[config.mk]
export PLATFORM = sky130hd
export DESIGN_NAME = mac_result_fifo
export DESIGN_NICKNAME = d
export VERILOG_FILES = /design/src/rtl/mac_result_fifo.sv
export SDC_FILE = /design/constraint.sdc
export NUM_CORES = 1
export LEC_CHECK = 0
export ABC_AREA = 1
export BUFFER_PORTS_ARGS = -buffer_cell sky130_fd_sc_hd__buf_2
export CORE_ASPECT_RATIO = 0.8
export CORE_UTILIZATION = 40
export DETAILED_ROUTE_END_ITERATION = 16
export SYNTH_ARGS = -nofsm -noshare
export SYNTH_HDL_FRONTEND = slang
export SYNTH_SLANG_ARGS = --single-unit
export TNS_END_PERCENT = 10
[constraint.sdc]
create_clock -name clk -period 7.9 [get_ports clk]
set_input_delay 1.185 -clock clk [delete_from_list [all_inputs] [get_ports clk]]
set_output_delay 1.185 -clock clk [all_outputs]
set_load 0.03 [all_outputs]
[src/rtl/mac_result_fifo.sv]
// Result FIFO behind the square-accumulate datapath: show-ahead valid/ready output, sticky overflow.
// Optional MACFIFO_DROP_CNT_EN adds a saturating 8-bit count of dropped results.
module mac_result_fifo #(
  parameter int unsigned WIDTH = 20,
  parameter int unsigned DEPTH = 8
) (
  input  logic                   clk,
  input  logic                   reset,
  input  logic [WIDTH-1:0]       in_data,
  input  logic                   in_valid,
  output logic [WIDTH-1:0]       out_data,
  output logic                   out_valid,
  input  logic                   out_ready,
  output logic [$clog2(DEPTH):0] count,
  output logic                   full,
  output logic                   empty,
  output logic                   overflow,
`ifdef MACFIFO_DROP_CNT_EN
  output logic [7:0]             drop_cnt,
`endif
  input  logic                   clear_ovf
);

  localparam int unsigned AW = $clog2(DEPTH);

  typedef logic [AW-1:0] ptr_t;
  typedef logic [AW:0]   cnt_t;

  localparam cnt_t CntFull = cnt_t'(DEPTH);

  logic [WIDTH-1:0] mem_q [DEPTH];
  ptr_t rd_ptr_q, rd_ptr_d;
  ptr_t wr_ptr_q, wr_ptr_d;
  cnt_t count_q, count_d;
  logic overflow_q, overflow_d;
  logic push, pop, drop;

  always_comb begin
    full       = (count_q == CntFull);
    empty      = (count_q == '0);
    pop        = !empty && out_ready;
    // A pop in the same cycle frees the slot, so a full FIFO still accepts.
    push       = in_valid && (!full || pop);
    drop       = in_valid && full && !pop;
    rd_ptr_d   = rd_ptr_q + ptr_t'(pop);
    wr_ptr_d   = wr_ptr_q + ptr_t'(push);
    count_d    = count_q;
    if (push && !pop) begin
      count_d = count_q + cnt_t'(1);
    end else if (pop && !push) begin
      count_d = count_q - cnt_t'(1);
    end
    overflow_d = overflow_q;
    if (drop) begin
      overflow_d = 1'b1;
    end else if (clear_ovf) begin
      overflow_d = 1'b0;
    end
  end

  always_ff @(posedge clk) begin
    if (reset) begin
      rd_ptr_q   <= '0;
      wr_ptr_q   <= '0;
      count_q    <= '0;
      overflow_q <= 1'b0;
    end else begin
      rd_ptr_q   <= rd_ptr_d;
      wr_ptr_q   <= wr_ptr_d;
      count_q    <= count_d;
      overflow_q <= overflow_d;
    end
  end

  // Storage is not reset; only the pointers define what is live.
  always_ff @(posedge clk) begin
    if (push && !reset) begin
      mem_q[wr_ptr_q] <= in_data;
    end
  end

  assign out_data  = empty ? '0 : mem_q[rd_ptr_q];
  assign out_valid = !empty;
  assign count     = count_q;
  assign overflow  = overflow_q;

`ifdef MACFIFO_DROP_CNT_EN
  logic [7:0] drop_cnt_q, drop_cnt_d;

  always_comb begin
    drop_cnt_d = drop_cnt_q;
    if (drop) begin
      if (clear_ovf) begin
        drop_cnt_d = 8'd1;
      end else if (drop_cnt_q != 8'hFF) begin
        drop_cnt_d = drop_cnt_q + 8'd1;
      end
    end else if (clear_ovf) begin
      drop_cnt_d = 8'd0;
    end
  end

  always_ff @(posedge clk) begin
    if (reset) begin
      drop_cnt_q <= 8'd0;
    end else begin
      drop_cnt_q <= drop_cnt_d;
    end
  end

  assign drop_cnt = drop_cnt_q;
`endif

endmodule

==> flow_metrics.tcl <==
set metrics [dict create \
    start_util_pct 41.3 \
    fin_crit_ns 3.48 \
    worst-slew-pin-transition_ns 0.961 \
    rows 43 \
    ys_seq_elements 171 \
    combPwrFrac_pct 33.2 \
    path_cells "buf_4, o21ai_0, o21ai_1, nor2_1, nor2_1, buf_2" \
    synth_fp_nets 697 \
    clock-skew-final_ns 0.00752 \
    setup_violations 0 \
    wl_um 15800 \
    finalHoldViolations 0 \
    path_delay_family "buffers and inverters" \
    synth_area_leaders "edfxtp_1 (67%), nand2_1 (7.9%), nor2_1 (5.7%)" \
    seq_area_frac_synth_pct 69.6 \
    ys_types 25 \
    synthCells 664 \
    r2r-end "count[3]$_SDFFE_PP0P_" \
    vias 4701 \
    grtUsageTotal_pct 17.8 \
    slowest_stage "buf_4" \
    cts_resized 0 \
    synth_top_area_share_pct 66.5 \
    portBuffers 52 \
    seq_power_share_pct 36.9 \
    reg2regPathDepth 13 \
    worstHoldPathType "flop to flop" \
    clockBufferDepth 2 \
    viasPerCell 4.93 \
    hpwl_um 9300 \
    fp.dieH_um 122 \
    period_share_pct 44.1 \
    worstPathArrival_ns 2.30 \
    fin_cells 954 \
    slew_viol_final 0 \
    coreArea_mm2 0.0175 \
    synth_warnings 0 \
    grt_pass1_wl_um 24400 \
    max_stage_delay_ns 0.68 \
    min_from "overflow$_SDFFE_PP0P_" \
    path_class "flop to output pin" \
    power_density_mw_per_mm2 345 \
    cts_inserted_buffers 17 \
    top_layer "met4" \
    clkTransAtPathRegs_ns 0.06 \
    worst-path-max-fanout 80 \
    dieWidth_um 152 \
    clk-insertion-delay-late_ns 0.42 \
    violations "DRC" \
    io_pins 53 \
    synthFlopType "edfxtp_1" \
    finalPower_mw 2.86 \
    area_growth_pct 15.0 \
    yosysTopAreaCell "edfxtp_1" \
    setup_slack_ns 4.42 \
    drtPass1Iterations 11 \
    whs_endpoint "overflow$_SDFFE_PP0P_" \
    p_int_mw 1.81 \
    clock-sinks 171 \
    worst_ep_required_time_ns 6.71 \
    wire_per_inst_um 16.6 \
    cts_tree "done" \
    relSlewSlack_pct 35.6 \
    die-area_mm2 0.0186 \
    maxCapViolations 0 \
    antenna_found_initial 0 \
    synth_area_mm2 0.00722 \
    reg2reg_from "count[0]$_SDFFE_PP0P_" \
    synth_edf_count 160 \
    drc_errors 3 \
    r2r_slack_ns 5.16 \
    antenna_cells 0 \
    wl_met3_um 821 \
    layout-drive-gt1-share_pct 14.4 \
    drt_first_iter_violations 427 \
    ctsHoldBuffers 0 \
    worstHoldPathCells 2 \
    async_reset_ff_share_pct 0 \
    route.met2.wl_um 7400 \
    p_sw_mw 1.05 \
    crit_top_cell "nor2_1" \
    cellLeakagePower_nw 3.33 \
    syn-mean-instance-area_um2 10.9 \
    root_buffer "clkbuf_16" \
    htree_levels 4 \
    timing.fmax_mhz 287 \
    critPathBufInv 2 \
    setup_tns_ns 0 \
    end_kind "output pin" \
    status "complete, but fails checks" \
    pwr-share-clk_pct 29.9 \
    switching_share_pct 36.7 \
    grt_setup_unrepaired "false" \
    routedLengthMet1_um 7300 \
    critPathLaunchType "flop" \
    finalNetCount 749 \
    place_ws_ns 4.54 \
    gp_congestion 0.791 \
    gr-total-overflow 0 \
    ant_nets 0 \
    vdd_drop_max_mv 0.266 \
    grt_start_max_net_pins 81 \
    place_inst 922 \
    grt_pass1_vias 4472 \
    post_cts_buffers 0 \
]
-- registers in the layout (all words and copies together), names as in the netlist --
signal,count
overflow,1
count,4
rd_ptr_q,3
mem_q,160
wr_ptr_q,3
-- power by group through the flow --
stage          clock, mW  sequential [mW]  combinational [mW]
2_1_floorplan          0             1.09               0.704
3_3_place_gp           0             1.08               0.945
3_5_place_dp           0             1.08               0.956
4_1_cts            0.869             1.06               0.958
5_1_grt            0.902             1.06                1.05
6_report           0.855             1.06               0.950
-- worst register-to-register path: stages (launching register included) --
cell	delay (ns)
dfxtp_1	0.51
nor3_2	0.09
nand2_1	0.43
buf_4	0.35
nand2_2	0.09
ha_1	0.22
inv_1	0.14
ha_1	0.29
a21oi_1	0.21
nand2_1	0.07
nand2_1	0.06
nand3_1	0.08
nand2_1	0.07
inv_1	0.03
-- placed cells by master (no fill, tap or decap), drive strengths merged --
master      n
dfxtp      11
bufinv      4
nor3        9
clkinvlp    1
fa          1
clkbuf     20
xnor2       2
o21ai      62
nand2     154
clkinv      7
nand3      44
ha          7
nor4        1
a21oi       4
buf        65
xor2        2
edfxtp    160
inv        63
nand4       2
nor2      110
-- cell usage after synthesis (5+ instances only) --
library cell,count
nand3_1,44
buf_2,15
dfxtp_1,11
inv_1,61
nand2_1,153
nor2_1,110
buf_4,7
edfxtp_1,160
o21ai_0,37
o21ai_1,25
ha_1,7
buf_6,5
nor3_1,8
-- metrics by stage --
step | area, µm² | utilization, % | hold slack (ns)
2_1_floorplan | 7220 | - | 0.518
3_3_place_gp | 7700 | 44.1 | 0.460
3_5_place_dp | 7700 | 44.1 | 0.465
4_1_cts | 8310 | 47.5 | 0.482
5_1_grt | 8310 | 47.5 | 0.497
6_report | 8310 | 47.5 | 0.475
-- layer usage --
metal  vias up  global-route usage (%)
met5         -                       0
met3        23                    3.56
li1       2318                       -
met4         0                    7.40
met2       133                    28.1
met1      2227                    24.2
-- kinds of logic after synthesis --
group | count (synthesis) | share of synthesized area [%]
flops | 171 | 69.6
xor+xnor | 4 | 0.485
buf+inv | 95 | 6.15
fa+ha+maj | 8 | 1.49
simple gates | 320 | 17.8
compound gates | 66 | 4.57
-- layout make-up --
type,instances,area [µm²]
inverters,63,241
fillers,1569,9180
flip-flops and latches,171,5030
clock buffers,20,437
well taps,225,282
multi-input cells,398,1800
repair buffers,65,358
clock inverters,12,171
-- how the worst max path moves through the flow --
stage	from	endpoint	slack (ns)	cells past startpoint
after CTS	count[0]$_SDFFE_PP0P_	out_data[3]	4.40	6
after detailed placement	out_ready	mem_q[1][2]$_DFFE_PP_	4.54	6
after floorplan	out_ready	mem_q[6][0]$_DFFE_PP_	4.54	4
after global routing	rd_ptr_q[0]$_SDFF_PP0_	out_data[9]	4.22	8
final	rd_ptr_q[0]$_SDFF_PP0_	out_data[16]	4.42	6
after global placement	out_ready	mem_q[7][11]$_DFFE_PP_	4.65	6
No activity file was read; power rests on OpenSTA's default activity.
